===== src/rtl/isa_pkg.sv =====
// Shared ISA definitions for the 8-bit pipeline: opcodes, instruction field offsets and the
// decoded-control struct consumed by the ID stage.
package isa_pkg;

    localparam int unsigned OPC_W   = 4;
    localparam int unsigned IMM_W   = 6;
    localparam int unsigned OPC_LSB = 12;
    localparam int unsigned RD_LSB  = 9;
    localparam int unsigned RS1_LSB = 6;
    localparam int unsigned RS2_LSB = 3;
    localparam int unsigned IMM_LSB = 0;

    localparam logic [OPC_W-1:0] OPC_NOP    = 4'b0000;
    localparam logic [OPC_W-1:0] OPC_RSVD   = 4'b0001;
    localparam logic [OPC_W-1:0] OPC_LOAD   = 4'b0010;
    localparam logic [OPC_W-1:0] OPC_STORE  = 4'b0011;
    localparam logic [OPC_W-1:0] OPC_JUMP   = 4'b0100;
    localparam logic [OPC_W-1:0] OPC_MATRIX = 4'b1011;

    // Address generation for LOAD/STORE/JUMP reuses the ALU add.
    localparam logic [OPC_W-1:0] ALU_ADD = 4'b1000;

    typedef enum logic [1:0] {
        SrcBRs2,
        SrcBImm,
        SrcBZero
    } src_b_e;

    typedef struct packed {
        logic [OPC_W-1:0] alu_control;
        logic             a_zero;
        src_b_e           src_b;
        logic             use_rs1;
        logic             use_rs2;
        logic             is_store;
        logic             reg_write;
        logic             mem_read;
        logic             mem_write;
        logic             jump;
    } ctrl_t;

    // Register-register ALU opcodes pass straight through as the ALU control code.
    function automatic logic is_alu_op(input logic [OPC_W-1:0] opc);
        return opc inside {4'b1000, 4'b1001, 4'b1010, 4'b1100, 4'b1101,
                           4'b1110, 4'b1111, 4'b0110, 4'b0111, 4'b0101};
    endfunction

endpackage


===== src/rtl/instr_decoder.sv =====
// Purely combinational opcode decoder: maps an opcode to ALU control, operand selects and
// pipeline flags, and flags opcodes this stage cannot execute.
module instr_decoder
    import isa_pkg::*;
(
    input  logic [OPC_W-1:0] opc,
    output ctrl_t            ctrl,
    output logic             illegal
);

    always_comb begin
        ctrl    = '0;
        illegal = 1'b0;
        if (is_alu_op(opc)) begin
            ctrl.alu_control = opc;
            ctrl.src_b       = SrcBRs2;
            ctrl.use_rs1     = 1'b1;
            ctrl.use_rs2     = 1'b1;
            ctrl.reg_write   = 1'b1;
        end else begin
            case (opc)
                OPC_NOP: begin
                    ctrl.a_zero = 1'b1;
                    ctrl.src_b  = SrcBZero;
                end
                OPC_LOAD: begin
                    ctrl.alu_control = ALU_ADD;
                    ctrl.src_b       = SrcBImm;
                    ctrl.use_rs1     = 1'b1;
                    ctrl.mem_read    = 1'b1;
                    ctrl.reg_write   = 1'b1;
                end
                OPC_STORE: begin
                    ctrl.alu_control = ALU_ADD;
                    ctrl.src_b       = SrcBImm;
                    ctrl.use_rs1     = 1'b1;
                    ctrl.is_store    = 1'b1;
                    ctrl.mem_write   = 1'b1;
                end
                OPC_JUMP: begin
                    ctrl.alu_control = ALU_ADD;
                    ctrl.a_zero      = 1'b1;
                    ctrl.src_b       = SrcBImm;
                    ctrl.jump        = 1'b1;
                end
                default: begin
                    // OPC_RSVD, OPC_MATRIX
                    ctrl.src_b = SrcBZero;
                    illegal    = 1'b1;
                end
            endcase
        end
    end

endmodule


===== src/rtl/decode_issue_stage.sv =====
// ID stage: decodes fetched instructions, reads/bypasses the register file, detects load-use
// hazards and drives the registered ID/EX boundary feeding the ALU.
module decode_issue_stage
    import isa_pkg::*;
#(
    parameter int unsigned DATA_W  = 8,
    parameter int unsigned INSTR_W = 16,
    parameter int unsigned REG_AW  = 3
) (
    input  logic               clk,
    input  logic               rst_n,
    input  logic               in_valid,
    input  logic [INSTR_W-1:0] in_instr,
    output logic               in_ready,
    output logic [REG_AW-1:0]  rf_raddr1,
    output logic [REG_AW-1:0]  rf_raddr2,
    input  logic [DATA_W-1:0]  rf_rdata1,
    input  logic [DATA_W-1:0]  rf_rdata2,
    input  logic               wb_we,
    input  logic [REG_AW-1:0]  wb_addr,
    input  logic [DATA_W-1:0]  wb_data,
    input  logic               ex_stall,
    input  logic               flush,
    output logic               ex_valid,
    output logic [3:0]         ex_alu_control,
    output logic [DATA_W-1:0]  ex_src_a,
    output logic [DATA_W-1:0]  ex_src_b,
    output logic [DATA_W-1:0]  ex_store_data,
    output logic [REG_AW-1:0]  ex_rd,
    output logic               ex_reg_write,
    output logic               ex_mem_read,
    output logic               ex_mem_write,
    output logic               ex_jump,
    output logic               illegal
);

    typedef enum logic [1:0] {
        StRun,
        StBubble,
        StHalt
    } state_e;

    typedef struct packed {
        logic              valid;
        logic [3:0]        alu_control;
        logic [DATA_W-1:0] src_a;
        logic [DATA_W-1:0] src_b;
        logic [DATA_W-1:0] store_data;
        logic [REG_AW-1:0] rd;
        logic              reg_write;
        logic              mem_read;
        logic              mem_write;
        logic              jump;
    } ex_t;

    state_e            state_q, state_d;
    ex_t               ex_q, ex_d, dec_op;
    logic              illegal_q, illegal_d;
    ctrl_t             ctrl;
    logic              dec_illegal;
    logic [OPC_W-1:0]  opc;
    logic [REG_AW-1:0] rd, rs1, rs2;
    logic [IMM_W-1:0]  imm;
    logic [DATA_W-1:0] op1, op2, imm_ext;
    logic              load_use, transfer;

    assign opc     = in_instr[OPC_LSB +: OPC_W];
    assign rd      = in_instr[RD_LSB +: REG_AW];
    assign rs1     = in_instr[RS1_LSB +: REG_AW];
    assign rs2     = in_instr[RS2_LSB +: REG_AW];
    assign imm     = in_instr[IMM_LSB +: IMM_W];
    assign imm_ext = {{(DATA_W - IMM_W){1'b0}}, imm};

    instr_decoder u_instr_decoder (
        .opc     (opc),
        .ctrl    (ctrl),
        .illegal (dec_illegal)
    );

    // STORE reads its data register through port 2.
    assign rf_raddr1 = rs1;
    assign rf_raddr2 = ctrl.is_store ? rd : rs2;

    assign op1 = (wb_we && (wb_addr == rf_raddr1)) ? wb_data : rf_rdata1;
    assign op2 = (wb_we && (wb_addr == rf_raddr2)) ? wb_data : rf_rdata2;

    assign load_use = in_valid && ex_q.valid && ex_q.mem_read &&
                      ((ctrl.use_rs1  && (ex_q.rd == rs1)) ||
                       (ctrl.use_rs2  && (ex_q.rd == rs2)) ||
                       (ctrl.is_store && (ex_q.rd == rd)));

    // The bubble is loaded on the edge that enters StBubble, so fetch is held only in the
    // hazard cycle itself; StBubble then lets the dependent op issue.
    assign in_ready = (state_q != StHalt) && !flush && !ex_stall && !load_use;
    assign transfer = in_valid && in_ready;

    always_comb begin
        dec_op             = '0;
        dec_op.valid       = 1'b1;
        dec_op.alu_control = ctrl.alu_control;
        dec_op.src_a       = ctrl.a_zero ? '0 : op1;
        unique case (ctrl.src_b)
            SrcBRs2: dec_op.src_b = op2;
            SrcBImm: dec_op.src_b = imm_ext;
            default: dec_op.src_b = '0;
        endcase
        dec_op.store_data = ctrl.is_store ? op2 : '0;
        dec_op.rd         = rd;
        dec_op.reg_write  = ctrl.reg_write;
        dec_op.mem_read   = ctrl.mem_read;
        dec_op.mem_write  = ctrl.mem_write;
        dec_op.jump       = ctrl.jump;
    end

    always_comb begin
        state_d   = state_q;
        ex_d      = ex_q;
        illegal_d = illegal_q;
        if (flush) begin
            ex_d = '0;
            if (state_q != StHalt) begin
                state_d = StRun;
            end
        end else if (!ex_stall) begin
            ex_d = '0;
            if (transfer) begin
                if (dec_illegal) begin
                    illegal_d = 1'b1;
                    state_d   = StHalt;
                end else begin
                    ex_d    = dec_op;
                    state_d = StRun;
                end
            end else if (load_use) begin
                state_d = StBubble;
            end else if (state_q == StBubble) begin
                state_d = StRun;
            end
        end
    end

    always_ff @(posedge clk or negedge rst_n) begin
        if (!rst_n) begin
            state_q   <= StRun;
            ex_q      <= '0;
            illegal_q <= 1'b0;
        end else begin
            state_q   <= state_d;
            ex_q      <= ex_d;
            illegal_q <= illegal_d;
        end
    end

    assign ex_valid       = ex_q.valid;
    assign ex_alu_control = ex_q.alu_control;
    assign ex_src_a       = ex_q.src_a;
    assign ex_src_b       = ex_q.src_b;
    assign ex_store_data  = ex_q.store_data;
    assign ex_rd          = ex_q.rd;
    assign ex_reg_write   = ex_q.reg_write;
    assign ex_mem_read    = ex_q.mem_read;
    assign ex_mem_write   = ex_q.mem_write;
    assign ex_jump        = ex_q.jump;
    assign illegal        = illegal_q;

endmodule

===== config.mk =====
export PLATFORM = sky130hd
export DESIGN_NAME = decode_issue_stage
export DESIGN_NICKNAME = d
export VERILOG_FILES = /design/src/rtl/isa_pkg.sv /design/src/rtl/instr_decoder.sv /design/src/rtl/decode_issue_stage.sv
export SDC_FILE = /design/constraint.sdc
export NUM_CORES = 1
export LEC_CHECK = 0
export BUFFER_PORTS_ARGS = -buffer_cell sky130_fd_sc_hd__buf_4
export CELL_PAD_IN_SITES_DETAIL_PLACEMENT = 2
export CELL_PAD_IN_SITES_GLOBAL_PLACEMENT = 2
export CORE_ASPECT_RATIO = 0.6
export CORE_UTILIZATION = 30
export CTS_CLUSTER_SIZE = 28
export DETAILED_ROUTE_END_ITERATION = 10
export PLACE_DENSITY_LB_ADDON = 0.1
export SKIP_CTS_REPAIR_TIMING = 1
export SLEW_MARGIN = 20
export SYNTH_ARGS = -nofsm -noshare
export SYNTH_HDL_FRONTEND = slang
export SYNTH_HIERARCHICAL = 1
export SYNTH_SLANG_ARGS = --single-unit
export TNS_END_PERCENT = 20

===== constraint.sdc =====
create_clock -name clk -period 2.7 [get_ports clk]
set_input_delay 0.27 -clock clk [delete_from_list [all_inputs] [get_ports clk]]
set_output_delay 0.27 -clock clk [all_outputs]
set_load 0.1 [all_outputs]

==> flow_metrics.tcl <==
set metrics [dict create \
    power.leakage_nw 1.505 \
    grt_pass1_vias 2278 \
    post-place-ws_ns 0.1555 \
    globalplace.congestion 0.7398 \
    io_pins 93 \
    syn_nets 281 \
    grt-ovfl-total 0 \
    antenna_left 0 \
    tns_ns 0 \
    synthCells 232 \
    fillers 829 \
    fin_ws_ns 0.3299 \
    antennaDiodeCount 0 \
    rrSetupSlack_ns 0.47 \
    syn_area_sq_um 2262 \
    syn_avg_cell_area_sq_um 9.751 \
    yosys.area.top_type "dfrtp_1" \
    drc 0 \
    start_util 0.3113 \
    viasPerCell 5.042 \
    use_met2 0.2923 \
    final_util 0.4391 \
    crit_fanout 10 \
    antenna_found_initial 0 \
    core-area_sq_um 7267 \
    synth_top_area_share 0.4314 \
    rr_endpoint "ex_alu_control[3]$_DFFE_PN0P_" \
    ys_types 40 \
    area_delta_synth_final_pct 41.04 \
    timing.rr.start "ex_rd[0]$_DFFE_PN0P_" \
    finalSetupViolCount 0 \
    worst_setup_path_start_kind "flop" \
    whs_ns 0.1796 \
    num_vias 2143 \
    clock-root-buffer "clkbuf_16" \
    ff2ff_path_depth 6 \
    worstSetupEndpointType "output port" \
    hold_start "flush" \
    clkLatencyLatePin_ns 0.28 \
    status "finished, final reports clean" \
    timing.fmax_ghz 0.4219 \
    ys_seq_area_frac 0.4314 \
    fin_crit_ns 2.370 \
    cp.arrival_ns 2.10 \
    final_cell_mix "98 x buf_4, 39 x dfrtp_1, 27 x nand2_1" \
    cts_tree "yes" \
    met1_usage 0.3193 \
    final_common_cell "buf_4" \
    ys_ff_latch 39 \
    dieArea_sq_um 7903 \
    die_h_microns 69.27 \
    vdd_ir_drop_max_mv 0.2127 \
    hp-class "primary input to flop" \
    cts.sinks 39 \
    io_buffers 92 \
    slew_viol_final 0 \
    post-place-cells 416 \
    drt-total-wl_microns 7817 \
    clk_pin_slew_ns 0.06 \
    rsz0062_at_grt "false" \
    num_rows 24 \
    cts_buffer_depth 2 \
    hpwl_microns 5909 \
    numCtsBuffers 5 \
    slew_headroom 0.4331 \
    htree_levels 2 \
    grt_pass1_wl_microns 12580 \
    hold_viol 0 \
    hold_end "state_q[0]$_DFFE_PN0P_" \
    critical_path_class "flop to output port" \
    critPathRequiredTime_ns 2.43 \
    powerDensity_nw_per_um2 530.5 \
    nets 369 \
    holdPathStages 2 \
    synthTopCellsByArea "dfrtp_1 43%, mux2i_1 7.1%, xnor2_1 5.0%, nand2_1 4.5%, a22o_1 4.3%" \
    drt_first_pass_iters 4 \
    yosysWarnings 6 \
    met3_usage 0.05507 \
    grt_use_total 0.2103 \
    tightest_slew_ns 0.8452 \
    skew_ns 0.002095 \
    wl_per_cell_microns 18.39 \
    drive_above_1_share 0.3551 \
    die_w_microns 114.1 \
    cap_violations 0 \
    post-route-period-util 0.8778 \
    drtIter0Drc 94 \
    stdcell_count 425 \
    busiest_layer "met1" \
    grt_max_degree 43 \
]
## sequential cells by signal, summed over array words and instances, names as in the netlist, 2 cells and up
signal          count
state_q             2
ex_store_data       8
ex_alu_control      4
ex_src_a            8
ex_src_b            8
ex_rd               3
## synth_stat cells, drive strengths merged
master and n:
xor2 3, o21a 2, a22oi 8, a2111o 1, and2 2, mux2 3
dfrtp 39, nor3 2, o2111ai 7, a21boi 1, a221oi 1, and3 2
nor4b 1, nand2b 10, o21ai 19, nor2b 6, o31ai 2, nand4 4
nand3b 1, buf 10, xnor2 13, nor2 5, or2 1, o211ai 2
nand2 27, a21oi 12, or3b 1, inv 5, clkbuf 8, a21o 1
nand3 4, a22o 11, and4b 1, mux2i 16, a211oi 1
## power breakdown
group          switching [mW]  internal (mW)
Clock                   0.247          0.341
Sequential             0.0174          0.607
Combinational           0.332          0.148
## how the worst max path moves through the flow
stage                                     from                      endpoint  slack [ns]  depth (start not counted)
final                     ex_rd[0]$_DFFE_PN0P_                      in_ready        0.33                          6
after floorplan           ex_rd[1]$_DFFE_PN0P_                      in_ready        0.11                          6
after global routing              in_instr[13]                      in_ready        0.19                          8
after detailed placement          in_instr[13]  ex_store_data[7]$_DFFE_PN0P_        0.16                          9
after global placement            in_instr[13]       ex_src_b[5]$_DFFE_PN0P_        0.23                          9
after CTS                 ex_rd[0]$_DFFE_PN0P_                      in_ready        0.33                          6
## kinds of logic after synthesis
| family | share of synthesized area |
|---|---|
| compound gates | 0.2085 |
| buf+inv | 0.05199 |
| mux | 0.08905 |
| flops | 0.4314 |
| xor+xnor | 0.06527 |
| simple gates | 0.1538 |
## critical path: stages (launching register included)
cell	delay (ns)
dfrtp_1	0.48
xnor2_1	0.17
nand4_1	0.16
and3_1	0.41
nor2_1	0.16
nor2b_4	0.14
buf_4	0.29
## routing by layer
metal	vias up	routed length [microns]
li1	1008	-
met1	1073	3992
met2	57	3338
met3	5	424
met4	0	62
met5	-	0
## metrics by stage
| step | power, mW | instance area [sq um] |
|---|---|---|
| detailed placement | 1.116 | 3039 |
| global placement | 1.108 | 3039 |
| global route | 1.758 | 3191 |
| finish | 1.693 | 3191 |
| floorplan | 0.9568 | 2270 |
| CTS | 1.709 | 3181 |
## layout make-up
class	count	area, sq um	share of cell area
Sequential cell	39	975.9	0.3059
Clock buffer	6	128.9	0.04039
Clock inverter	2	12.51	0.003922
Tap cell	104	130.1	0.04078
Inverter	5	18.77	0.005882
Multi-Input combinational cell	170	1179	0.3694
Timing Repair Buffer	99	745.7	0.2337
(Power assumes the default switching activity.)
